<file path="src/rtl/dmem_boot_loader.sv">
// Boot loader: assembles a length-prefixed big-endian byte stream into 32-bit words,
// writes them to the data memory boot port and holds the CPU in reset until done.
module dmem_boot_loader #(
  parameter int DM_SIZE   = 64,
  parameter int CNT_WIDTH = 16
) (
  input  logic                 clk,
  input  logic                 resetn,
  input  logic                 start,
  input  logic                 in_valid,
  input  logic [7:0]           in_data,
  output logic                 in_ready,
  output logic [31:0]          boot_daddr,
  output logic [31:0]          boot_ddata,
  output logic                 boot_dwe,
  output logic                 busy,
  output logic                 done,
  output logic                 overflow,
  output logic                 cpu_resetn,
  output logic [CNT_WIDTH-1:0] words_written
);

  typedef enum logic [2:0] {
    S_IDLE,
    S_HDR,
    S_DATA,
    S_WRITE,
    S_DONE
  } state_t;

  localparam logic [CNT_WIDTH-1:0] DM_LIMIT = CNT_WIDTH'(DM_SIZE);
  localparam logic [CNT_WIDTH-1:0] ONE      = CNT_WIDTH'(1);

  state_t                 state_q, state_d;
  logic [1:0]             byte_cnt_q;
  logic [31:0]            word_q;
  logic [CNT_WIDTH-1:0]   count_q;
  logic [CNT_WIDTH-1:0]   idx_q;

  logic                   accept;
  logic                   last_byte;
  logic                   start_ok;
  logic [31:0]            word_d;
  logic [CNT_WIDTH-1:0]   hdr_cnt;
  logic [CNT_WIDTH-1:0]   idx_inc;

  assign in_ready  = (state_q == S_HDR) || (state_q == S_DATA);
  assign busy      = in_ready || (state_q == S_WRITE);
  assign accept    = in_valid && in_ready;
  assign last_byte = accept && (byte_cnt_q == 2'd3);
  assign start_ok  = start && ((state_q == S_IDLE) || (state_q == S_DONE));
  // Shifting in at the bottom lands byte 0 in bits 31:24 once four bytes are in.
  assign word_d    = {word_q[23:0], in_data};
  assign hdr_cnt   = word_d[CNT_WIDTH-1:0];
  assign idx_inc   = idx_q + ONE;

  // NOTE: every always_comb output gets a default first so no path can infer a latch.
  always_comb begin
    state_d = state_q;
    unique case (state_q)
      S_IDLE, S_DONE: if (start_ok) state_d = S_HDR;
      S_HDR: begin
        if (last_byte) state_d = (hdr_cnt == '0) ? S_DONE : S_DATA;
      end
      S_DATA: begin
        if (last_byte) begin
          if (idx_q < DM_LIMIT)      state_d = S_WRITE;
          else if (idx_inc == count_q) state_d = S_DONE;
        end
      end
      S_WRITE: state_d = (idx_inc == count_q) ? S_DONE : S_DATA;
      default: state_d = S_IDLE;
    endcase
  end

  // NOTE: sequential state uses non-blocking assignments so every register samples
  // pre-edge values, independent of statement order.
  always_ff @(posedge clk or negedge resetn) begin
    if (!resetn) state_q <= S_IDLE;
    else         state_q <= state_d;
  end

  // NOTE: all datapath registers are reset; there is no storage array here that would
  // make a reset costly, and an aborted load must leave clean outputs.
  always_ff @(posedge clk or negedge resetn) begin
    if (!resetn) begin
      byte_cnt_q    <= '0;
      word_q        <= '0;
      count_q       <= '0;
      idx_q         <= '0;
      boot_daddr    <= '0;
      boot_ddata    <= '0;
      boot_dwe      <= 1'b0;
      done          <= 1'b0;
      overflow      <= 1'b0;
      cpu_resetn    <= 1'b0;
      words_written <= '0;
    end else begin
      boot_dwe <= (state_d == S_WRITE);

      if (start_ok) begin
        byte_cnt_q    <= '0;
        idx_q         <= '0;
        words_written <= '0;
        overflow      <= 1'b0;
        done          <= 1'b0;
        if (state_q == S_DONE) cpu_resetn <= 1'b0;
      end

      if (accept) begin
        byte_cnt_q <= byte_cnt_q + 2'd1;
        word_q     <= word_d;
      end

      if ((state_q == S_HDR) && last_byte) begin
        count_q  <= hdr_cnt;
        overflow <= (hdr_cnt > DM_LIMIT);
      end

      if ((state_q == S_DATA) && last_byte) begin
        if (idx_q < DM_LIMIT) begin
          boot_ddata <= word_d;
          boot_daddr <= 32'(idx_q);
        end else begin
          idx_q <= idx_inc;
        end
      end

      if (state_q == S_WRITE) begin
        idx_q         <= idx_inc;
        words_written <= words_written + ONE;
      end

      // Entering DONE releases the CPU; a start taken in DONE goes to HDR instead.
      if (state_d == S_DONE) begin
        done       <= 1'b1;
        cpu_resetn <= 1'b1;
      end
    end
  end

endmodule

</file>
<file path="config.mk">
export PLATFORM = sky130hd
export DESIGN_NAME = dmem_boot_loader
export DESIGN_NICKNAME = d
export VERILOG_FILES = /design/src/rtl/dmem_boot_loader.sv
export SDC_FILE = /design/constraint.sdc
export NUM_CORES = 1
export LEC_CHECK = 0
export CORE_MARGIN = 4
export CORE_UTILIZATION = 55
export DETAILED_ROUTE_END_ITERATION = 16
export DONT_BUFFER_PORTS = 1
export PLACE_DENSITY_LB_ADDON = 0.05
export SYNTH_ARGS = -nofsm -noshare
export SYNTH_HDL_FRONTEND = slang
export SYNTH_SLANG_ARGS = --single-unit
</file>
<file path="constraint.sdc">
create_clock -name clk -period 3.47 [get_ports clk]
set_input_delay 0.347 -clock clk [delete_from_list [all_inputs] [get_ports clk]]
set_output_delay 0.347 -clock clk [all_outputs]
set_load 0.02 [all_outputs]
</file>
# ---- Word level (Yosys, flattened, before mapping)
# Cells that the tools add are included.
dict set report word_totals {
  mem_bits_ro 0
  wordCells 65
  mem_bits_rw 0
  latch_bits 0
  memories 0
  ff_bits 129
  in_bits 12
}
dict set report classes {
  n_mux 22
  bitwise 0
  n_addsub 3
  n_div 0
  multipliers 0
  n_lt_le_gt_ge 2
  n_eq_ne 8
  n_reduce_logical 18
  shifts 0
}
# op n
set ops {}
lappend ops {{$mux W16} 6}
lappend ops {{$add A16 B1 Y16 const B} 2}
lappend ops {{$mux W3} 7}
lappend ops {{$eq A16 B16 Y1} 1}
lappend ops {{$gt A16 B7 Y1 const B} 1}
lappend ops {{$logic_not A16 Y1} 1}
lappend ops {{$lt A16 B7 Y1 const B} 1}
lappend ops {{$pmux W3 S4} 1}
lappend ops {{$reduce_bool A2 Y1} 5}
lappend ops {{$eq A3 B2 Y1 const B} 3}
lappend ops {{$eq A3 B3 Y1 const B} 2}
lappend ops {{$mux W1} 6}
lappend ops {{$logic_and A1 B1 Y1} 5}
lappend ops {{$mux W2} 2}
lappend ops {{$reduce_and A2 Y1} 2}
lappend ops {{$eq A3 B1 Y1 const B} 1}
lappend ops {{$logic_not A3 Y1} 1}
lappend ops {{$logic_or A1 B1 Y1} 3}
lappend ops {{$add A2 B1 Y2 const B} 1}
lappend ops {{$eq A2 B2 Y1 const B} 1}
lappend ops {{$reduce_or A2 Y1} 1}

# ---- Depth between registers and ports, before layout
# Gate-level depths: netlist of run 1.
dict set report logic_depth {
  word_depth 9
  mapped_depth 8
}

# ---- Worst setup path after synthesis of run 1
# No wires, ideal clock.
dict set report synth_path {
  path_type {reg-to-reg}
  start {register idx_q[0]}
  end {register state_q[1]}
  path_buffers 1
  path_stages_with_launch 9
  slack_ns 1.056
  t_arrival_ns 2.288
  period_less_slack_ns 2.414
  setup_time_ns 0.126
  path_cell_list {dfrtp_1 -> ha_1 -> and3_4 -> buf_6 -> and4_4 -> or3_4 -> a2111oi_4 -> nand4_2 -> a221o_1}
}
dict set report synth_between {
  elab_chain_len 6
  word_cells_on_any_way 8
  classes_between {add/sub (1); order compare (1); eq/ne (1); mux (5)}
}
# element line
set synth_lines {}
lappend synth_lines {{start: declaration} 38} ;# logic [CNT_WIDTH-1:0] idx_q;
lappend synth_lines {{start signal: assignment} 125} ;# idx_q <= idx_inc;
lappend synth_lines {{start signal: assignment} 130} ;# idx_q <= idx_inc;
lappend synth_lines {{$add A16 B1 Y16} 55} ;# assign idx_inc = idx_q + ONE;
lappend synth_lines {{$eq A16 B16 Y1} {68, 71}}
lappend synth_lines {{$mux W3} 68} ;# else if (idx_inc == count_q) state_d = S_DONE;
lappend synth_lines {{$mux W3} 67} ;# if (idx_q < DM_LIMIT) state_d = S_WRITE;
lappend synth_lines {{$mux W3} 66} ;# if (last_byte) begin
lappend synth_lines {{$pmux W3 S4 *} 60} ;# unique case (state_q)
lappend synth_lines {{named net state_d[1]} 34} ;# state_t state_q, state_d;
lappend synth_lines {{end signal: assignment} 80} ;# else state_q <= state_d;
lappend synth_lines {{end: declaration} 34}
# Mark *: on every way through the listed nets, which the timed path passes. The rest lies on a longest branch.
# A chain may end at the register's enable or synchronous reset.

# ---- Final worst setup path of run 1
dict set report layout_path {
  start {register idx_q[3]}
  end {register state_q[1]}
}
# Same word-level chain as after synthesis.

==> impl_metrics.ini, run 1 <==
[floorplan]
dieArea_sq_mm = 0.0127
row_count = 37
ios = 98
initial_core_util_pct = 57.4
core-area_sq_mm = 0.0105
dieHeight_microns = 113
die_w_microns = 113

[critical_path]
max_stage_delay_ns = 0.59
end_kind = flip-flop
cp.arrival_ns = 3.16
required_ns = 3.86
cp_top_family = simple AND/OR/NAND/NOR gates
cp_num_buf_inv = 0
cp_max_fo = 12
critical_path_class = flip-flop to flip-flop
path_cells = nand4_1 > or3_1 > xnor2_1 > nor4_1 > nand4_2 > a221o_1
worstSetupStartpointType = flip-flop
slowest_stage = or3_1

[clock_tree]
htreeDepth = 4
clock_latency_ns = 0.52
cts_resized = 0
tritoncts = yes
cts_max_path_buffers = 2
ctsRootBufferMaster = clkbuf_8
numCtsBuffers = 17
clkSinkCount = 129
path_clk_slew_ns = 0.06

[layout]
syn_to_final_growth_pct = 12.4
mostFrequentLayoutCell = dfrtp_1
layout.nets = 577
fillers = 828
ff_latch_area_sq_mm = 0.00323
layout_common_cells = dfrtp_1, nand2_1, mux2_2
fin_area_sq_mm = 0.00675
multi_input_area_sq_mm = 0.00254
num_antenna_cells = 0
drive_gt1_share_pct = 18.3

[global_route]
grt_max_degree = 130
grt_use_met2_pct = 33.1
grt_pass1_vias = 4176
grt_overflow = 0
grt-busiest-layer = met2
antenna_found_initial = 0
grt_pass1_wl_microns = 21800
use_met3_pct = 6.63
grt_use_met1_pct = 28.5
grtUsageTotal_pct = 21.5

[timing]
hold_viol = 0
final-setup-viol-count = 0
rsz0062_at_grt = false
fin_skew_ns = 0.00878
period_share_pct = 79.7
fmaxAchievable_mhz = 362
finalMaxSlewViolations = 0
relSlewSlack_pct = 52.7
tns_ns = 0
min_period_ns = 2.76
worst_slew_pin_slew_ns = 0.706
layout_setup_ws_ns = 0.706

[placed_design]
portBuffers = 0
placed_area_sq_mm = 0.00599
dp_hpwl_microns = 8370
place_ws_ns = 0.758
gp_congestion = 0.828

[logic_synthesis]
synth-edff-count = 0
ys_ff_latch = 129
ys_warn_count = 0
synth_ff_type = dfrtp_1
synth_cells = 558
postSynthAreaPerCell_sq_um = 10.8
async_reset_ff_share_pct = 100
seq_area_frac_synth_pct = 53.7
netlist_area_sq_mm = 0.00601
synth_cell_types = 52

[pwr]
power.density_mw_per_mm2 = 742
ir_drop_uv = 462
power_leakage_nw = 3.11

[route]
route.detailed.drc = 0
wire_per_inst_microns = 18.0
finalWirelength_microns = 12800
dr.pass1.iters = 4
num_vias = 4080
ant_nets = 0
drt_iter0_markers = 293
routed_via_density = 5.75

[min_path]
hp-class = input port to flip-flop

[status]
status = completed

[flow_run]
cap_violations = 0
final cells by class:
| class | instances | share of cell area [%] |
|---|---|---|
| flip-flops and latches | 129 | 47.8 |
| multi-input cells | 394 | 37.6 |
| clock buffers | 17 | 6.13 |
| clock inverters | 14 | 3.39 |
| well taps | 136 | 2.52 |
| repair buffers | 15 | 2.30 |
| inverters | 5 | 0.278 |
path summary, 6_finish.rpt:
path | from | to | slack [ns] | cells past startpoint
max | idx_q[3] | state_q[1] | 0.71 | 6
min | in_valid | state_q[0] | 0.07 | 3
max reg2reg | idx_q[3] | state_q[1] | 0.71 | 6
min reg2reg | word_q[21] | word_q[21] | 0.48 | 2
max in group asynchronous | resetn | byte_cnt_q[0] | 2.50 | 2
min in group asynchronous | resetn | words_written[7] | 0.48 | 2
worst min-delay path, cell delays in order:
cell,delay (ns)
a21oi_1,0.04
nor2_1,0.07
o21ai_0,0.08
Yosys cell counts (all sizes together), types with 7 or more instances:
cell | instances | area share [%]
nor4 | 10 | 1.7
nor2b | 15 | 1.6
a21oi | 11 | 0.92
nand2 | 103 | 6.4
mux2i | 7 | 1.2
mux2 | 53 | 9.9
nor2 | 19 | 1.2
xnor2 | 14 | 2.0
nand3 | 23 | 1.9
o21ai | 44 | 3.7
buf | 32 | 4.1
nor3 | 8 | 0.75
dfrtp | 129 | 54
clkbuf | 13 | 0.81
nand4 | 8 | 1.0
logic make-up after synthesis:
| family | share of synthesized area, % |
|---|---|
| fa+ha+maj | 0.625 |
| mux | 11.1 |
| simple gates | 18.1 |
| flops | 53.7 |
| xor+xnor | 2.62 |
| buf+inv | 5.20 |
| other cells | 0.0624 |
| compound gates | 8.58 |
routing by layer:
metal,up-vias,part of all wire [%]
li1,1943,-
met1,2007,45
met2,113,48
met3,17,6.2
met4,0,1.4
met5,-,0
metrics by stage:
stage	hold slack (ns)	utilization (%)	cells	power (mW)
4_1_cts	0.0473	64.5	710	5.06
5_1_grt	0.0397	64.5	710	5.28
2_1_floorplan	0.0514	-	573	2.89
3_3_place_gp	0.0544	57.3	669	3.04
3_5_place_dp	0.0552	57.3	669	3.07
6_report	0.0675	64.5	710	5.01
repair_timing:
item,CTS,global route
endpoints found under the hold margin,153,0
hold buffers,10,0
buffers inserted,0,0
sequential cells by signal (all words and copies together) (netlist names):
| signal | cells |
|---|---|
| boot_ddata | 32 |
| byte_cnt_q | 2 |
| idx_q | 16 |
| boot_daddr | 16 |
| words_written | 16 |
| overflow | 1 |
| cpu_resetn | 1 |
| word_q | 24 |
| boot_dwe | 1 |
| state_q | 3 |
| done | 1 |
| count_q | 16 |
report_power, final:
part / total, mW / internal, mW / switching [mW] / leakage [nW]
sequential: 2.39 / 1.83 / 0.563 / 1.64
clock: 1.93 / 1.25 / 0.676 / 0.307
combinational: 0.697 / 0.333 / 0.364 / 1.16
total: 5.01 / 3.41 / 1.60 / 3.11
Note: power is estimated with default switching activity, not from simulation.
==> run 2: changes to the inputs <==
- clock period: 3.47 -> 2.7 ns (I/O delays scaled with it)
==> run 2 against run 1 <==
  * The flow now finishes with violations (hold timing)
  * Via count up 1.1%
  * Largest power group unchanged
  * Clock-buffer cell count up 1
  * Maximum frequency up 8.2%
  * Wire length up 1.4%
  * Critical path type unchanged
  * Clock power up 19%
  * Worst setup slack worse by 0.56 ns
  * Sequential share of layout area about the same
==> impl_metrics.ini, run 2 (synthesized netlist as in run 1, its figures left out) <==
[status]
status = complete, but fails checks
violations = hold timing

[timing]
fmaxAchievable_mhz = 392
worst_slew_pin_slew_ns = 0.689
rsz0062_at_grt = false
whs_ns = -0.548
relSlewSlack_pct = 53.7
min_period_ns = 2.55
finalMaxSlewViolations = 0
fin_skew_ns = 0.0106
period_share_pct = 94.6
tns_ns = 0
final-setup-viol-count = 0
hold_viol = 129

[critical_path]
cp_top_family = compound AO/OA/AOI/OAI gates
slowest_stage = dfrtp_1
end_kind = flip-flop
max_stage_delay_ns = 0.45
critical_path_class = flip-flop to flip-flop
worstSetupStartpointType = flip-flop
path_cells = ha_2 > and3_4 > a31oi_1 > or3_4 > a2111oi_4 > nand4_2 > a221o_1
required_ns = 3.09
cp_max_fo = 9
cp.arrival_ns = 2.94
cp_num_buf_inv = 0

[floorplan]
initial_core_util_pct = 57.4
core-area_sq_mm = 0.0105
ios = 98
dieArea_sq_mm = 0.0127
die_w_microns = 113
row_count = 37
dieHeight_microns = 113

[flow_run]
cap_violations = 0

[clock_tree]
clock_latency_ns = 0.51
cts_max_path_buffers = 2
holdBufCountCts = 10
htreeDepth = 4
ctsRootBufferMaster = clkbuf_8
numCtsBuffers = 17
tritoncts = yes
path_clk_slew_ns = 0.06
postCtsSetupRepairBufs = 0
clkSinkCount = 129

[layout]
fin_area_sq_mm = 0.00675
num_antenna_cells = 0
top_regs = boot_ddata x32, word_q x24
syn_to_final_growth_pct = 12.3
regMostFlops = boot_ddata
layout_common_cells = dfrtp_1, nand2_1, mux2_2
mostFrequentLayoutCell = dfrtp_1
layout.nets = 582
largest_register_ffs = 32
drive_gt1_share_pct = 19.1

[global_route]
grt_max_degree = 130
antenna_found_initial = 0
grt_pass1_vias = 4181
grt_pass1_wl_microns = 21900
grtUsageTotal_pct = 21.5
grt_overflow = 0

[route]
num_vias = 4123
drt_iter0_markers = 219
finalWirelength_microns = 12900
routed_via_density = 5.76
ant_nets = 0
wire_per_inst_microns = 18.1
dr.pass1.iters = 6
route.detailed.drc = 0

[pwr]
ir_drop_uv = 697
power_leakage_nw = 3.10
power.density_mw_per_mm2 = 925

[placed_design]
dp_hpwl_microns = 8480
gp_congestion = 0.886
portBuffers = 0
placed_area_sq_mm = 0.00604

[min_path]
hp-class = input port to asynchronous set/reset pin
==> run 2: cell count changes in the layout (fill, tap and decap cells not counted), sizes merged <==
cell	before	now
clkinvlp	2	4
buf	6	10
clkbuf	17	18
bufinv	5	3
dlygate4sd3	9	10
==> run 2: what timing repair did <==
item | CTS | global route
endpoints found under the hold margin | 156 | 129
gates resized for setup | 0 | 2
setup endpoints to repair | 0 | 1
==> run 2: final timing paths <==
check                      slack [ns]           endpoint  cells past startpoint  startpoint
max                              0.15         state_q[1]                      7    idx_q[0]
min                             -0.55  words_written[14]                      0      resetn
max reg2reg                      0.15         state_q[1]                      7    idx_q[0]
min reg2reg                      0.48         word_q[18]                      2  word_q[18]
max in group asynchronous        3.03         state_q[0]                      0      resetn
min in group clk                 0.05         state_q[1]                      2  in_data[6]
==> run 2: power breakdown <==
part	internal, mW	switching (mW)	total, mW
Sequential	2.35	0.722	3.07
Combinational	0.439	0.431	0.870
Clock	1.42	0.882	2.30
==> run 2: cell type report <==
cell class                 count  area (sq um)
clock inverter                14           180
clock buffer                  18           418
tap                          136           170
inverter                       5          18.8
fill                         838          3710
timing repair buffer          20           188
sequential                   129          3230
multi-input combinational    394          2540
==> run 2: through the flow <==
stage          setup WS (ns)  util, %  hold slack, ns  power [mW]  instances
2_1_floorplan          0.286        -         -0.0256        3.71        573
3_3_place_gp           0.224     57.7         -0.0227        3.92        674
3_5_place_dp          0.0980     57.7         -0.0221        3.95        674
4_1_cts               0.0890     64.4          -0.569        6.29        716
5_1_grt               0.0253     64.5          -0.577        6.56        716
6_report               0.146     64.5          -0.548        6.24        716
==> run 2: metal layers <==
| metal | wire length, microns | up-vias | global-route usage (%) |
|---|---|---|---|
| met4 | 170 | 0 | 6.81 |
| met1 | 5720 | 2054 | 28.6 |
| li1 | - | 1938 | - |
| met2 | 6240 | 116 | 34.0 |
| met3 | 813 | 15 | 6.85 |
| met5 | 0 | - | 0 |
